**src/rtl/text_fetch_pipe_pkg.sv**
```systemverilog
`default_nettype none
// +--------------------------------------------------------------------+
// | text_pkg: text-mode geometry, VRAM address types, sideband record   |
// | Rev 1.0                                                             |
// +--------------------------------------------------------------------+
package text_pkg;

  localparam int H_CHARS        = 80;
  localparam int V_CHARS        = 30;
  localparam int CHAR_W         = 8;
  localparam int CHAR_H         = 16;
  localparam int CHARS_PER_WORD = 2;
  localparam int VRAM_WORDS     = H_CHARS * V_CHARS / CHARS_PER_WORD;
  localparam int ADDR_W         = 11;

  typedef logic [9:0]        pix_coord_t;
  typedef logic [ADDR_W-1:0] vram_addr_t;

  typedef struct packed {
    pix_coord_t DrawX;
    pix_coord_t DrawY;
    logic       hsync;
    logic       vsync;
    logic       vde;
    logic       en;
  } sideband_t;

  // Syncs are active low, so the idle record keeps them high.
  localparam sideband_t SB_IDLE = '{
    DrawX: '0, DrawY: '0, hsync: 1'b1, vsync: 1'b1, vde: 1'b0, en: 1'b0
  };

endpackage
`default_nettype wire

```
**src/rtl/text_fetch_pipe_if.sv**
```systemverilog
`default_nettype none
// +--------------------------------------------------------------------+
// | text_fetch_pipe_if: VRAM port-B read bus (address, enable, data)    |
// | Rev 1.0                                                             |
// +--------------------------------------------------------------------+
interface text_fetch_pipe_if #(
  parameter int ADDR_W = 11
);

  logic [ADDR_W-1:0] bram_addr;
  logic              bram_en;
  logic [31:0]       bram_data;

  modport master (
    output bram_addr,
    output bram_en,
    input  bram_data
  );

  modport slave (
    input  bram_addr,
    input  bram_en,
    output bram_data
  );

endinterface
`default_nettype wire

```
**src/rtl/text_fetch_pipe_sideband_delay.sv**
```systemverilog
`default_nettype none
// +--------------------------------------------------------------------+
// | sideband_delay: depth-N shift register of sideband_t records        |
// | Rev 1.0                                                             |
// +--------------------------------------------------------------------+
module sideband_delay
  import text_pkg::*;
#(
  parameter int N = 4
) (
  input  logic       clk,
  input  logic       rst,
  input  sideband_t  i_sb,
  output pix_coord_t o_drawx,
  output pix_coord_t o_drawy,
  output logic       o_hsync,
  output logic       o_vsync,
  output logic       o_vde,
  output logic       o_tap_en,
  output logic       o_tap_vsync
);

  sideband_t r_stage [N];

  always_ff @(posedge clk) begin
    if (rst) begin
      for (int i = 0; i < N; i++) begin
        r_stage[i] <= SB_IDLE;
      end
    end else begin
      r_stage[0] <= i_sb;
      for (int i = 1; i < N; i++) begin
        r_stage[i] <= r_stage[i-1];
      end
    end
  end

  assign o_drawx = r_stage[N-1].DrawX;
  assign o_drawy = r_stage[N-1].DrawY;
  assign o_hsync = r_stage[N-1].hsync;
  assign o_vsync = r_stage[N-1].vsync;
  assign o_vde   = r_stage[N-1].vde;

  // The stage before the output lines up with the BRAM data arriving at the final register.
  assign o_tap_en    = r_stage[N-2].en;
  assign o_tap_vsync = r_stage[N-2].vsync;

endmodule
`default_nettype wire

```
**src/rtl/text_fetch_pipe.sv**
```systemverilog
`default_nettype none
// +--------------------------------------------------------------------+
// | text_fetch_pipe: VRAM word fetch aligned with delayed VGA timing    |
// | Rev 1.0                                                             |
// +--------------------------------------------------------------------+
module text_fetch_pipe #(
  parameter int H_CHARS        = text_pkg::H_CHARS,
  parameter int V_CHARS        = text_pkg::V_CHARS,
  parameter int CHAR_W         = text_pkg::CHAR_W,
  parameter int CHAR_H         = text_pkg::CHAR_H,
  parameter int CHARS_PER_WORD = text_pkg::CHARS_PER_WORD,
  parameter int RD_LAT         = 2,
  parameter int ADDR_W         = text_pkg::ADDR_W
) (
  input  logic        pixel_clk,
  input  logic        reset,
  input  logic [9:0]  DrawX,
  input  logic [9:0]  DrawY,
  input  logic        hsync_in,
  input  logic        vsync_in,
  input  logic        vde_in,
  text_fetch_pipe_if.master bram,
  output logic [31:0] bram_data_out,
  output logic [9:0]  DrawX_out,
  output logic [9:0]  DrawY_out,
  output logic        hsync_out,
  output logic        vsync_out,
  output logic        vde_out,
  output logic        frame_start,
  output logic [7:0]  frame_count
);

  import text_pkg::sideband_t;

  localparam int PIPE          = RD_LAT + 2;
  localparam int WORDS_PER_ROW = H_CHARS / CHARS_PER_WORD;
  localparam int X_SH          = $clog2(CHAR_W * CHARS_PER_WORD);
  localparam int Y_SH          = $clog2(CHAR_H);
  localparam int X_LIM         = H_CHARS * CHAR_W;
  localparam int Y_LIM         = V_CHARS * CHAR_H;

  logic [11:0]       w_row;
  logic [11:0]       w_col;
  logic [11:0]       w_addr12;
  logic              w_in_range;
  sideband_t         w_sb_in;
  logic              w_tap_en;
  logic              w_tap_vsync;
  logic              w_vs_fall;

  logic [ADDR_W-1:0] r_addr;
  logic              r_en;
  logic [31:0]       r_data;
  logic              r_frame_start;
  logic [7:0]        r_frame_count;

  // Constant multiply by words-per-row; synthesis reduces it to shift-add.
  assign w_row    = 12'(DrawY) >> Y_SH;
  assign w_col    = 12'(DrawX) >> X_SH;
  assign w_addr12 = w_row * 12'(WORDS_PER_ROW) + w_col;

  assign w_in_range = vde_in && (32'(DrawX) < X_LIM) && (32'(DrawY) < Y_LIM);

  always_ff @(posedge pixel_clk) begin
    if (reset) begin
      r_addr <= '0;
      r_en   <= 1'b0;
    end else begin
      r_en <= w_in_range;
      if (w_in_range) begin
        r_addr <= w_addr12[ADDR_W-1:0];
      end
    end
  end

  assign bram.bram_addr = r_addr;
  assign bram.bram_en   = r_en;

  assign w_sb_in = '{
    DrawX: DrawX, DrawY: DrawY, hsync: hsync_in,
    vsync: vsync_in, vde: vde_in, en: w_in_range
  };

  sideband_delay #(
    .N (PIPE)
  ) u_sideband_delay (
    .clk         (pixel_clk),
    .rst         (reset),
    .i_sb        (w_sb_in),
    .o_drawx     (DrawX_out),
    .o_drawy     (DrawY_out),
    .o_hsync     (hsync_out),
    .o_vsync     (vsync_out),
    .o_vde       (vde_out),
    .o_tap_en    (w_tap_en),
    .o_tap_vsync (w_tap_vsync)
  );

  always_ff @(posedge pixel_clk) begin
    if (reset) begin
      r_data <= '0;
    end else if (w_tap_en) begin
      r_data <= bram.bram_data;
    end
  end

  assign bram_data_out = r_data;

  // vsync_out is high now and the tap shows it goes low on this edge.
  assign w_vs_fall = vsync_out & ~w_tap_vsync;

  always_ff @(posedge pixel_clk) begin
    if (reset) begin
      r_frame_start <= 1'b0;
      r_frame_count <= '0;
    end else begin
      r_frame_start <= w_vs_fall;
      if (w_vs_fall) begin
        r_frame_count <= r_frame_count + 8'd1;
      end
    end
  end

  assign frame_start = r_frame_start;
  assign frame_count = r_frame_count;

endmodule
`default_nettype wire
```
**src/flat_wrapper.sv**
```systemverilog
// flat-port wrapper written by rule: the top's interface ports become plain ports
module text_fetch_pipe_flat import text_pkg::sideband_t;
#(
  parameter int H_CHARS        = text_pkg::H_CHARS,
  parameter int V_CHARS        = text_pkg::V_CHARS,
  parameter int CHAR_W         = text_pkg::CHAR_W,
  parameter int CHAR_H         = text_pkg::CHAR_H,
  parameter int CHARS_PER_WORD = text_pkg::CHARS_PER_WORD,
  parameter int RD_LAT         = 2,
  parameter int ADDR_W         = text_pkg::ADDR_W
)
  (pixel_clk, reset, DrawX, DrawY, hsync_in, vsync_in, vde_in, bram_data_out, DrawX_out, DrawY_out, hsync_out, vsync_out, vde_out, frame_start, frame_count, bram_bram_addr, bram_bram_en, bram_bram_data);
  text_fetch_pipe_if #(.ADDR_W(ADDR_W)) bram_i ();
  input  logic pixel_clk;
  input  logic reset;
  input  logic [9:0] DrawX;
  input  logic [9:0] DrawY;
  input  logic hsync_in;
  input  logic vsync_in;
  input  logic vde_in;
  output logic [31:0] bram_data_out;
  output logic [9:0] DrawX_out;
  output logic [9:0] DrawY_out;
  output logic hsync_out;
  output logic vsync_out;
  output logic vde_out;
  output logic frame_start;
  output logic [7:0] frame_count;
  output wire logic [$bits(bram_i.bram_addr)-1:0] bram_bram_addr;
  output wire logic [$bits(bram_i.bram_en)-1:0] bram_bram_en;
  input wire logic [$bits(bram_i.bram_data)-1:0] bram_bram_data;
  assign bram_bram_addr = bram_i.bram_addr;
  assign bram_bram_en = bram_i.bram_en;
  assign bram_i.bram_data = bram_bram_data;
  text_fetch_pipe #(.H_CHARS(H_CHARS), .V_CHARS(V_CHARS), .CHAR_W(CHAR_W), .CHAR_H(CHAR_H), .CHARS_PER_WORD(CHARS_PER_WORD), .RD_LAT(RD_LAT), .ADDR_W(ADDR_W)) u_core (.pixel_clk(pixel_clk), .reset(reset), .DrawX(DrawX), .DrawY(DrawY), .hsync_in(hsync_in), .vsync_in(vsync_in), .vde_in(vde_in), .bram(bram_i), .bram_data_out(bram_data_out), .DrawX_out(DrawX_out), .DrawY_out(DrawY_out), .hsync_out(hsync_out), .vsync_out(vsync_out), .vde_out(vde_out), .frame_start(frame_start), .frame_count(frame_count));
endmodule
```
**config.mk**
```make
export PLATFORM = sky130hd
export DESIGN_NAME = text_fetch_pipe_flat
export DESIGN_NICKNAME = d
export VERILOG_FILES = /design/src/rtl/text_fetch_pipe_pkg.sv /design/src/rtl/text_fetch_pipe_if.sv /design/src/rtl/text_fetch_pipe_sideband_delay.sv /design/src/rtl/text_fetch_pipe.sv /design/src/flat_wrapper.sv
export SDC_FILE = /design/constraint.sdc
export NUM_CORES = 1
export LEC_CHECK = 0
export CAP_MARGIN = 10
export CELL_PAD_IN_SITES_DETAIL_PLACEMENT = 1
export CELL_PAD_IN_SITES_GLOBAL_PLACEMENT = 2
export CORE_MARGIN = 10
export CORE_UTILIZATION = 30
export DETAILED_ROUTE_END_ITERATION = 6
export GPL_TIMING_DRIVEN = 1
export PLACE_DENSITY_LB_ADDON = 0.08
export SETUP_SLACK_MARGIN = 0.15
export SYNTH_ARGS = -nofsm -noshare
export SYNTH_HDL_FRONTEND = slang
export SYNTH_HIERARCHICAL = 1
export SYNTH_SLANG_ARGS = --single-unit
```
**constraint.sdc**
```tcl
create_clock -name pixel_clk -period 6.3 [get_ports pixel_clk]
set_input_delay 0.945 -clock pixel_clk [delete_from_list [all_inputs] [get_ports pixel_clk]]
set_output_delay 0.945 -clock pixel_clk [all_outputs]
set_load 0.01 [all_outputs]
```
==> results of run 1 <==
cells by family (layout without fill, tap and decap cells):
group,Yosys count,in the layout,share of synthesized area [%]
DFF,148,148,61.5
buffers and inverters,24,165,2.60
xor gates and xnor gates,12,12,2.18
adders and majority gates,14,14,3.95
and+or+nand+nor,168,168,19.3
AOI/OAI and AO/OA,18,18,2.31
muxes,39,39,8.11
cells in the final DEF, fill, tap and decap left out, types with 2 or more instances in the layout:
master and n:
sky130_fd_sc_hd__a211oi_1 3, sky130_fd_sc_hd__a21oi_1 8, sky130_fd_sc_hd__buf_4 2, sky130_fd_sc_hd__bufinv_16 2, sky130_fd_sc_hd__clkbuf_16 17, sky130_fd_sc_hd__clkdlybuf4s50_1 131, sky130_fd_sc_hd__clkinv_2 3, sky130_fd_sc_hd__clkinv_4 5
sky130_fd_sc_hd__dfxtp_1 147, sky130_fd_sc_hd__fa_1 2, sky130_fd_sc_hd__ha_1 12, sky130_fd_sc_hd__inv_6 4, sky130_fd_sc_hd__mux2i_1 39, sky130_fd_sc_hd__nand2_1 4, sky130_fd_sc_hd__nand2b_1 2, sky130_fd_sc_hd__nand3_1 2
sky130_fd_sc_hd__nand4_1 4, sky130_fd_sc_hd__nor2_1 50, sky130_fd_sc_hd__nor2b_1 91, sky130_fd_sc_hd__o21ai_0 4, sky130_fd_sc_hd__or2_1 8, sky130_fd_sc_hd__or3_1 2, sky130_fd_sc_hd__xnor2_1 8, sky130_fd_sc_hd__xor2_1 4
worst reg2reg max path: stages, from the launching register on:
cell,delay [ns]
sky130_fd_sc_hd__dfxtp_1,0.33
sky130_fd_sc_hd__nor2b_1,0.38
sky130_fd_sc_hd__nand4_1,0.28
sky130_fd_sc_hd__or3_1,0.41
sky130_fd_sc_hd__a21oi_1,0.14
cell type report:
cell class	instances	area share (%)
inverter	1	0.0546
multi-input combinational	251	25.1
clock inverter	14	2.24
sequential	148	43.1
tap	216	3.93
timing repair buffer	133	19.3
clock buffer	17	6.19
cells in the mapped netlist (2+ instances only):
cell type,count
sky130_fd_sc_hd__xor2_1,4
sky130_fd_sc_hd__nor2_1,50
sky130_fd_sc_hd__a211oi_1,3
sky130_fd_sc_hd__ha_1,12
sky130_fd_sc_hd__nand3_1,2
sky130_fd_sc_hd__a21oi_1,8
sky130_fd_sc_hd__mux2i_1,39
sky130_fd_sc_hd__nor2b_1,91
sky130_fd_sc_hd__nand2b_1,2
sky130_fd_sc_hd__or3_1,2
sky130_fd_sc_hd__dfxtp_1,148
sky130_fd_sc_hd__fa_1,2
sky130_fd_sc_hd__xnor2_1,8
sky130_fd_sc_hd__buf_2,13
sky130_fd_sc_hd__o21ai_0,4
sky130_fd_sc_hd__clkbuf_1,7
sky130_fd_sc_hd__or2_1,8
sky130_fd_sc_hd__nand2_1,4
sky130_fd_sc_hd__nand4_1,4
sky130_fd_sc_hd__buf_6,2
final timing paths:
kind / from / end / slack (ns) / depth (start not counted)
setup / recovery: DrawY[5] / u_core/bram.bram_addr[10] / 3.29 / 9
hold / removal: u_core/u_sideband_delay/r_stage[2][3] / u_core/u_sideband_delay/r_stage[3][3] / 0.41 / 1
setup reg to reg: u_core/u_sideband_delay/r_stage[3][2] / u_core/frame_count[7] / 4.69 / 4
hold reg to reg: u_core/u_sideband_delay/r_stage[2][3] / u_core/u_sideband_delay/r_stage[3][3] / 0.41 / 1
per-stage QoR:
| stage | utilization, % | hold slack (ns) | cells |
|---|---|---|---|
| floorplan | - | 0.383 | 423 |
| global placement | 39.7 | 0.388 | 749 |
| detailed placement | 39.7 | 0.393 | 749 |
| CTS | 43.4 | 0.409 | 780 |
| global route | 43.4 | 0.414 | 780 |
| finish | 43.4 | 0.406 | 780 |
report_power, final:
part,internal (W),switching [W]
Combinational,0.0000825,0.0000631
Sequential,0.000963,0.00000897
Clock,0.000586,0.000396
flip-flops by register name, summed over array words and instances, names as in the netlist:
register	cells
u_core/frame_count	8
u_core/bram.bram_en	1
u_core/u_sideband_delay/r_stage	95
u_core/bram_data_out	32
u_core/bram.bram_addr	11
u_core/frame_start	1
per-layer routing:
layer / share of wire (%) / wire [um]
met1: 41 / 4610
met3: 8.4 / 955
met2: 49 / 5600
met5: 0 / 0
met4: 1.7 / 191
==> key figures, run 1 <==
Die
  – Ports placed on the boundary: 133
  – Core region area: 0.0158 sq mm
  – Die boundary width: 147 um
  – Die outline area: 0.0215 sq mm
  – Floorplan die height: 147 um
  – Starting utilization of the core area: 30.4%
  – Rows: 46

Finish
  – Fillers: 1718
  – Final-stage net count: 623
  – Multi-input combinational cell area: 0.00173 sq mm
  – Final design area excluding fillers: 0.00687 sq mm
  – Area growth syn-to-layout: 42.7%
  – Sequential Area: 0.00296 sq mm
  – Share of layout cells above drive strength 1: 6.74%
  – Antenna diode instance count: 0

Power and ir drop
  – Leakage power of the design: 2.55 nW
  – Power per Cell Area: 306 mW/mm^2
  – Maximum VDD drop: 0.000195 V
  – Total power: 0.00210 W

Global route
  – Number of antenna violations at the first check in global routing: 0
  – Number of global-route vias before repair: 3330
  – Global-route wire length before repair: 18.3 mm
  – GR met3 Demand/Resource: 5.32%
  – Met2 track demand over resource: 17.9%
  – Grt met1 use: 11.4%
  – Maximum number of pins on one net before global-route repair: 95
  – GRT Util Overall: 10.8%
  – Most crowded layer after global routing: met2
  – Overflow after GRT: 0

Synthesis
  – Post-synth top area cell: sky130_fd_sc_hd__dfxtp_1
  – Net Count, Synth: 494
  – Synthesis-stage register bit count: 148
  – Post-synth EDFFs: 0
  – Cell count after synthesis: 423
  – Number of distinct library cells after synthesis: 30
  – Most area-consuming cells after synthesis: sky130_fd_sc_hd__dfxtp_1, sky130_fd_sc_hd__nor2b_1, sky130_fd_sc_hd__mux2i_1
  – Syn_area_per_cell: 11.4 sq um
  – Share of flip-flops with an asynchronous set or reset: 0%
  – Flip-flop cell with the highest count after synthesis: sky130_fd_sc_hd__dfxtp_1
  – Post-synth design cell area: 0.00481 sq mm
  – Part of the Yosys area used for sequential elements: 61.5%
  – Fraction of synthesized cell area taken by the top area cell type: 61.5%
  – Number of warning messages in the yosys log: 6

Placed design
  – Global placement routability congestion: 0.696
  – Total half-perimeter wirelength after legalization and detailed placement: 7.99 mm
  – Area post-placement: 0.00629 sq mm
  – Worst setup timing slack at the placement stage: 2.82 ns
  – Count of input and output buffers: 132

Run status
  – Status: complete, no violations

Critical path
  – Worst setup path category: primary input to flip-flop
  – Category of cells accounting for the largest share of critical-path delay: adder cells
  – Nature of the critical path endpoint: flip-flop
  – List of cells traversed by the critical path: clkdlybuf4s50_1, ha_1, ha_1, fa_1, nand2_1, nor2_1, nor4b_2, xnor2_1, a211oi_2
  – Data required, critical path: 6.62 ns
  – Delay of the slowest critical-path stage: 0.52 ns
  – Arrival time at the worst endpoint: 3.33 ns
  – Buf+Inv Stages, Crit Path: 1
  – Cell with the biggest individual delay on the critical path: sky130_fd_sc_hd__fa_1
  – Cell with the most instances on the worst path: sky130_fd_sc_hd__ha_1
  – Largest fanout on the critical path: 5
  – Kind of start point of the critical path: primary input

Clock tree
  – Clock sink total: 148
  – Clock-pin slew on the worst setup and hold paths: 0.06 ns
  – Inserted Clock Buffers: 17
  – Clock latency reported for the late side of the worst-skew pair: 0.41 ns
  – CTS tree: done
  – Count of hold-fix buffers inserted at cts: 0
  – Clock tree buffer depth: 2
  – Depth of the CTS H-tree: 4
  – Setup Buffers After CTS: 0
  – Number of gates given a new drive strength after cts: 0
  – Cell chosen for the clock root: sky130_fd_sc_hd__clkbuf_16

Route
  – Number of detailed-routing iterations run before antenna repair: 4
  – DR WL/cell: 14.6 um
  – Drt initial violations: 70
  – Vias per inst: 4.09
  – Detailed Route WL: 11.4 mm
  – DRC violation count after routing: 0
  – Routed vias: 3194
  – Antenna Nets Post-Route: 0

STA
  – Setup ws final: 3.29 ns
  – Worst-margin pin slew: 1.05 ns
  – Relative slew margins: 29.9%
  – Max Clock Skew: 0.00702 ns
  – Number of hold-slack violations in the final timing report: 0
  – Post-route minimum period: 3.01 ns
  – TNS Setup: 0 ns
  – Final count of pins violating max slew: 0
  – Max frequency: 0.332 GHz
  – Final worst-path cycle share: 47.8%
  – RSZ-0062 raised after global routing: no
  – # setup viols final: 0

Min path
  – Min-Delay Path Class: flip-flop to flip-flop

Job
  – # Max-Cap Violations: 0
No activity file was read; power rests on OpenSTA's default activity.
==> run 2, diff against run 1 <==
==> constraint.sdc (replaced) <==
create_clock -name pixel_clk -period 2.9 [get_ports pixel_clk]
set_input_delay 0.435 -clock pixel_clk [delete_from_list [all_inputs] [get_ports pixel_clk]]
set_output_delay 0.435 -clock pixel_clk [all_outputs]
set_load 0.01 [all_outputs]
==> run 2 against run 1 <==
Against the previous run:
- critical path type unchanged
- largest power group is now sequential cells
- hold slack got worse by 0.0031 ns
- largest cell class unchanged
- sequential power increased by 120%
- design area increased by 0.24%
==> key figures, run 2 (synthesis results as in run 1) <==
Die
  – Die boundary width: 147 um
  – Ports placed on the boundary: 133
  – Core region area: 0.0158 sq mm
  – Die outline area: 0.0215 sq mm
  – Floorplan die height: 147 um
  – Starting utilization of the core area: 30.4%
  – Rows: 46

Global route
  – Number of antenna violations at the first check in global routing: 1
  – Overflow after GRT: 0
  – Global-route wire length before repair: 18.8 mm
  – Maximum number of pins on one net before global-route repair: 62
  – Number of global-route vias before repair: 3468
  – GRT Util Overall: 11.0%

Placed design
  – Placed Cells incl. Taps: 752
  – Count of input and output buffers: 132
  – Total half-perimeter wirelength after legalization and detailed placement: 8.13 mm
  – Global placement routability congestion: 0.728

Min path
  – Min-Delay Path Class: flip-flop to flip-flop

Clock tree
  – Inserted Clock Buffers: 17
  – Cell chosen for the clock root: sky130_fd_sc_hd__clkbuf_16
  – Depth of the CTS H-tree: 4
  – Number of gates given a new drive strength after cts: 0
  – Clock tree buffer depth: 2
  – Clock sink total: 148
  – Clock latency reported for the late side of the worst-skew pair: 0.41 ns
  – Setup Buffers After CTS: 0
  – Count of hold-fix buffers inserted at cts: 0
  – Clock-pin slew on the worst setup and hold paths: 0.06 ns
  – CTS tree: done

Critical path
  – Kind of start point of the critical path: primary input
  – Arrival time at the worst endpoint: 2.78 ns
  – Category of cells accounting for the largest share of critical-path delay: adder cells
  – Delay of the slowest critical-path stage: 0.54 ns
  – Data required, critical path: 3.23 ns
  – Cell with the biggest individual delay on the critical path: sky130_fd_sc_hd__clkdlybuf4s50_1
  – Cell with the most instances on the worst path: sky130_fd_sc_hd__ha_1
  – List of cells traversed by the critical path: clkdlybuf4s50_1, ha_1, ha_1, fa_1, nand2_1, nor2_1, nor4b_2, xnor2_1, a211oi_2
  – Nature of the critical path endpoint: flip-flop
  – Buf+Inv Stages, Crit Path: 1
  – Largest fanout on the critical path: 4
  – Worst setup path category: primary input to flip-flop

Finish
  – Number of flip-flops in the largest register: 95
  – Finished Layout Cells: 785
  – Share of layout cells above drive strength 1: 7.39%
  – Most frequent cells in the layout: sky130_fd_sc_hd__dfxtp_1, sky130_fd_sc_hd__clkdlybuf4s50_1, sky130_fd_sc_hd__nor2b_1
  – Area growth syn-to-layout: 43.0%
  – Most common library cell in the layout ignoring fill and taps: sky130_fd_sc_hd__dfxtp_1
  – Final-stage net count: 626
  – Top reg by flops: u_core/u_sideband_delay/r_stage

Run status
  – Status: complete, no violations

STA
  – TNS Setup: 0 ns
  – Post-route minimum period: 2.45 ns
  – Final worst-path cycle share: 84.4%
  – Number of hold-slack violations in the final timing report: 0
  – Worst-margin pin slew: 1.01 ns
  – # setup viols final: 0
  – RSZ-0062 raised after global routing: no
  – Final count of pins violating max slew: 0
  – Relative slew margins: 32.9%
  – Max Clock Skew: 0.00623 ns
  – Max frequency: 0.409 GHz

Power and ir drop
  – Maximum VDD drop: 0.000465 V
  – Leakage power of the design: 2.56 nW
  – Power per Cell Area: 651 mW/mm^2

Route
  – DRC violation count after routing: 0
  – Antenna Nets Post-Route: 0
  – Drt initial violations: 61
  – Detailed Route WL: 11.4 mm
  – Routed vias: 3224
  – Vias per inst: 4.11
  – DR WL/cell: 14.6 um
  – Number of detailed-routing iterations run before antenna repair: 4

Job
  – # Max-Cap Violations: 0
==> run 2: cell types whose count changed in the layout (fill, tap and decap cells not counted), sizes merged <==
cell | previous run | this run
buf | 2 | 5
bufinv | 2 | 0
clkbuf | 17 | 18
clkinv | 8 | 7
clkinvlp | 0 | 1
diode | 0 | 1
inv | 5 | 7
==> run 2: layout make-up <==
type,instances,area (sq um)
fillers,1717,8940
clock buffers,18,439
clock inverters,14,119
flip-flops and latches,148,2960
inverters,1,3.75
repair buffers,136,1360
diodes,1,2.50
multi-input cells,251,1730
well taps,216,270
==> run 2: power breakdown <==
part           internal, W  switching [W]  total, W
Clock              0.00114       0.000908   0.00205
Combinational     0.000183       0.000137  0.000321
Sequential         0.00209      0.0000189   0.00211
Total              0.00342        0.00106   0.00448
==> run 2: path summary, 6_finish.rpt <==
path / depth (start not counted) / from / to / slack (ns)
setup / recovery: 9 / DrawY[7] / u_core/bram.bram_addr[10] / 0.45
hold / removal: 1 / u_core/u_sideband_delay/r_stage[1][2] / u_core/u_sideband_delay/r_stage[2][2] / 0.40
setup reg to reg: 4 / u_core/u_sideband_delay/r_stage[3][2] / u_core/frame_count[7] / 1.30
hold reg to reg: 1 / u_core/u_sideband_delay/r_stage[1][2] / u_core/u_sideband_delay/r_stage[2][2] / 0.40
==> run 2: metrics by stage <==
step	area (sq um)	power (W)	utilization, %	setup slack, ns	hold slack [ns]
2_1_floorplan	4810	0.00232	-	0.684	0.383
3_3_place_gp	6330	0.00248	40.0	0.0932	0.387
6_report	6890	0.00448	43.5	0.453	0.403
5_1_grt	6890	0.00470	43.5	0.325	0.419
4_1_cts	6880	0.00457	43.5	0.458	0.407
3_5_place_dp	6330	0.00248	40.0	0.0192	0.393
==> run 2: metal layers <==
layer	track usage, %	share of wire (%)	vias to the layer above
met5	0	0	-
met4	4.75	1.7	0
met3	5.47	7.9	12
met2	18.4	51	70
met1	11.5	40	1510
li1	-	-	1632
==> run 3, diff against run 2 <==
--- a/config.mk
+++ b/config.mk
@@ -9,7 +9,7 @@
 export CELL_PAD_IN_SITES_DETAIL_PLACEMENT = 1
 export CELL_PAD_IN_SITES_GLOBAL_PLACEMENT = 2
 export CORE_MARGIN = 10
-export CORE_UTILIZATION = 30
+export CORE_UTILIZATION = 27
 export DETAILED_ROUTE_END_ITERATION = 6
 export GPL_TIMING_DRIVEN = 1
 export PLACE_DENSITY_LB_ADDON = 0.08
==> constraint.sdc (replaced) <==
create_clock -name pixel_clk -period 2.2 [get_ports pixel_clk]
set_input_delay 0.33 -clock pixel_clk [delete_from_list [all_inputs] [get_ports pixel_clk]]
set_output_delay 0.33 -clock pixel_clk [all_outputs]
set_load 0.01 [all_outputs]
==> run 3 against run 2 <==
Against the previous run:
- register-to-register slack worse by 0.55 ns
- flip-flop and latch count unchanged
- via count up 0.56%
- count of clock-buffer cells in the layout unchanged
- wire length up 4.3%
- clock power up 38%
- global-route usage down 0.90 points
- critical endpoint unchanged
- largest cell class unchanged
- largest power group is now the clock network
- highest routed layer unchanged
==> key figures, run 3 (synthesis results as in run 1) <==
Placed design
  – Total half-perimeter wirelength after legalization and detailed placement: 8.66 mm
  – Area post-placement: 0.00650 sq mm
  – Placed Cells incl. Taps: 779
  – Global placement routability congestion: 0.745
  – Count of input and output buffers: 132

Critical path
  – Largest fanout on the critical path: 4
  – Data required, critical path: 2.50 ns
  – Cell with the most instances on the worst path: sky130_fd_sc_hd__ha_1
  – Arrival time at the worst endpoint: 2.29 ns
  – Nature of the critical path endpoint: flip-flop
  – Critical register-to-register path startpoint: u_core/u_sideband_delay/r_stage[3][2]
  – Kind of start point of the critical path: primary input
  – Number of cells on the worst reg-to-reg path: 5
  – Cell with the biggest individual delay on the critical path: sky130_fd_sc_hd__clkdlybuf4s50_1
  – Category of cells accounting for the largest share of critical-path delay: adder cells
  – Setup slack, reg-to-reg: 0.75 ns
  – Delay of the slowest critical-path stage: 0.48 ns
  – End of the worst register-to-register path: u_core/frame_count[7]
  – Buf+Inv Stages, Crit Path: 1
  – List of cells traversed by the critical path: clkdlybuf4s50_1, ha_1, ha_1, a21oi_2, a21oi_1, nor4b_4, xnor2_1, a211oi_2
  – Worst setup path category: primary input to flip-flop

Clock tree
  – Clock latency reported for the late side of the worst-skew pair: 0.41 ns
  – Clock sink total: 148
  – Inserted Clock Buffers: 17
  – CTS tree: done
  – Clock-pin slew on the worst setup and hold paths: 0.06 ns
  – Count of hold-fix buffers inserted at cts: 0
  – Clock tree buffer depth: 2
  – Depth of the CTS H-tree: 4
  – Cell chosen for the clock root: sky130_fd_sc_hd__clkbuf_16

STA
  – # setup viols final: 0
  – Final count of pins violating max slew: 0
  – Post-route minimum period: 1.99 ns
  – Relative slew margins: 66.4%
  – Number of hold-slack violations in the final timing report: 0
  – Max Clock Skew: 0.00637 ns
  – Final Hold Slack: 0.303 ns
  – Worst-margin pin slew: 0.504 ns
  – Final worst-path cycle share: 90.5%
  – RSZ-0062 raised after global routing: yes
  – Max frequency: 0.502 GHz

Finish
  – Share of layout cells above drive strength 1: 12.3%
  – Final-stage net count: 645
  – Most common library cell in the layout ignoring fill and taps: sky130_fd_sc_hd__dfxtp_1
  – Final design area excluding fillers: 0.00715 sq mm
  – Area growth syn-to-layout: 48.5%
  – Utilization after layout: 41.0%
  – Number of flip-flops in the largest register: 95
  – Finished Layout Cells: 812
  – Top reg by flops: u_core/u_sideband_delay/r_stage
  – Most frequent cells in the layout: sky130_fd_sc_hd__dfxtp_1, sky130_fd_sc_hd__clkdlybuf4s50_1, sky130_fd_sc_hd__nor2b_1
  – Fillers: 1901
  – Antenna diode instance count: 0

Power and ir drop
  – Clock group share of total power: 46.1%
  – Switching power of the nets: 0.00144 W
  – Portion of total power attributed to sequential cells: 45.5%
  – Part of the total power dissipated in combinational logic: 8.4%
  – Internal power summed over all cells: 0.00467 W
  – Leakage power of the design: 2.68 nW
  – Maximum VDD drop: 0.000516 V
  – Switching Share: 23.5%
  – Power per Cell Area: 855 mW/mm^2

Min path
  – Endpoint of the worst hold-timing path: u_core/u_sideband_delay/r_stage[0][8]
  – Min-Delay Startpoint: DrawY[4]
  – Min-Delay Path Class: primary input to flip-flop
  – Hold path cells: 3

Run status
  – Status: complete, no violations

Route
  – Antenna Nets Post-Route: 0
  – Vias per inst: 3.99
  – Drt initial violations: 64
  – Detailed Route WL: 11.9 mm
  – DRC violation count after routing: 0
  – DR WL/cell: 14.7 um
  – Number of detailed-routing iterations run before antenna repair: 4
  – Routed vias: 3242

Die
  – Floorplan die height: 154 um
  – Rows: 48
  – Die outline area: 0.0236 sq mm
  – Starting utilization of the core area: 27.6%
  – Core region area: 0.0174 sq mm
  – Ports placed on the boundary: 133
  – Die boundary width: 154 um

Global route
  – Maximum number of pins on one net before global-route repair: 47
  – GRT Util Overall: 10.1%
  – Number of global-route vias before repair: 3505
  – Global-route wire length before repair: 18.9 mm
  – Overflow after GRT: 0
  – Number of antenna violations at the first check in global routing: 0

Job
  – # Max-Cap Violations: 0
==> run 3: changes by cell type in the layout (fill, tap and decap cells not counted), moves of 2 or more <==
cell	change
sky130_fd_sc_hd__ha_4	+2
sky130_fd_sc_hd__dlygate4sd2_1	+3
sky130_fd_sc_hd__ha_1	-4
sky130_fd_sc_hd__clkdlybuf4s50_1	-4
sky130_fd_sc_hd__a21oi_1	-2
sky130_fd_sc_hd__ha_2	+2
sky130_fd_sc_hd__a21oi_2	+2
sky130_fd_sc_hd__buf_4	+18
sky130_fd_sc_hd__clkinv_4	-2
==> run 3: how the worst max path moves through the flow <==
stage | start | end | slack [ns] | cells after the start
CTS | DrawY[4] | u_core/bram.bram_addr[10] | 0.11 | 9
global route | DrawY[9] | u_core/bram.bram_addr[9] | 0.09 | 8
detailed placement | DrawY[7] | u_core/bram.bram_addr[10] | -0.51 | 9
global placement | DrawY[7] | u_core/bram.bram_addr[10] | -0.43 | 9
finish | DrawY[9] | u_core/bram.bram_addr[10] | 0.21 | 8
floorplan | DrawY[5] | u_core/bram.bram_addr[10] | 0.18 | 8
==> run 3: worst register-to-register path, cell delays in order (launching register included) <==
cell and delay (ns):
sky130_fd_sc_hd__dfxtp_1 0.34, sky130_fd_sc_hd__nor2b_1 0.13, sky130_fd_sc_hd__buf_4 0.15, sky130_fd_sc_hd__nand4_1 0.21, sky130_fd_sc_hd__or3_1 0.40, sky130_fd_sc_hd__a21oi_1 0.14
==> run 3: what timing repair did <==
item                       in CTS  in global routing
resized for setup               8                  6
buffers inserted                0                  1
pin swaps                       1                  4
setup endpoints to repair       3                  3
==> run 3: cell type report <==
class	instances	area, sq um	area share [%]
repair buffers	155	1520	21.2
flip-flops and latches	148	2960	41.5
multi-input cells	251	1800	25.2
well taps	225	282	3.94
inverters	1	3.75	0.0525
clock buffers	18	439	6.14
clock inverters	14	141	1.98
==> run 3: power groups by stage <==
stage	clock network [W]	registers, W	logic [W]
2_1_floorplan	0	0.00285	0.000219
3_3_place_gp	0	0.00284	0.000487
3_5_place_dp	0	0.00284	0.000494
4_1_cts	0.00294	0.00278	0.000512
5_1_grt	0.00305	0.00279	0.000564
6_report	0.00282	0.00278	0.000513
==> run 3: metrics by stage <==
| step | worst slack (ns) | TNS [ns] | total power, W |
|---|---|---|---|
| 6_report | 0.209 | 0 | 0.00611 |
| 5_1_grt | 0.0929 | 0 | 0.00640 |
| 4_1_cts | 0.115 | 0 | 0.00623 |
| 3_5_place_dp | -0.511 | -1.50 | 0.00333 |
| 3_3_place_gp | -0.430 | -1.21 | 0.00333 |
| 2_1_floorplan | 0.181 | 0 | 0.00306 |
==> run 3: per-layer routing <==
metal | wire, um | global-route usage, %
met3 | 929 | 4.88
met5 | 0 | 0
met1 | 4800 | 10.5
met2 | 5990 | 17.1
met4 | 197 | 4.59
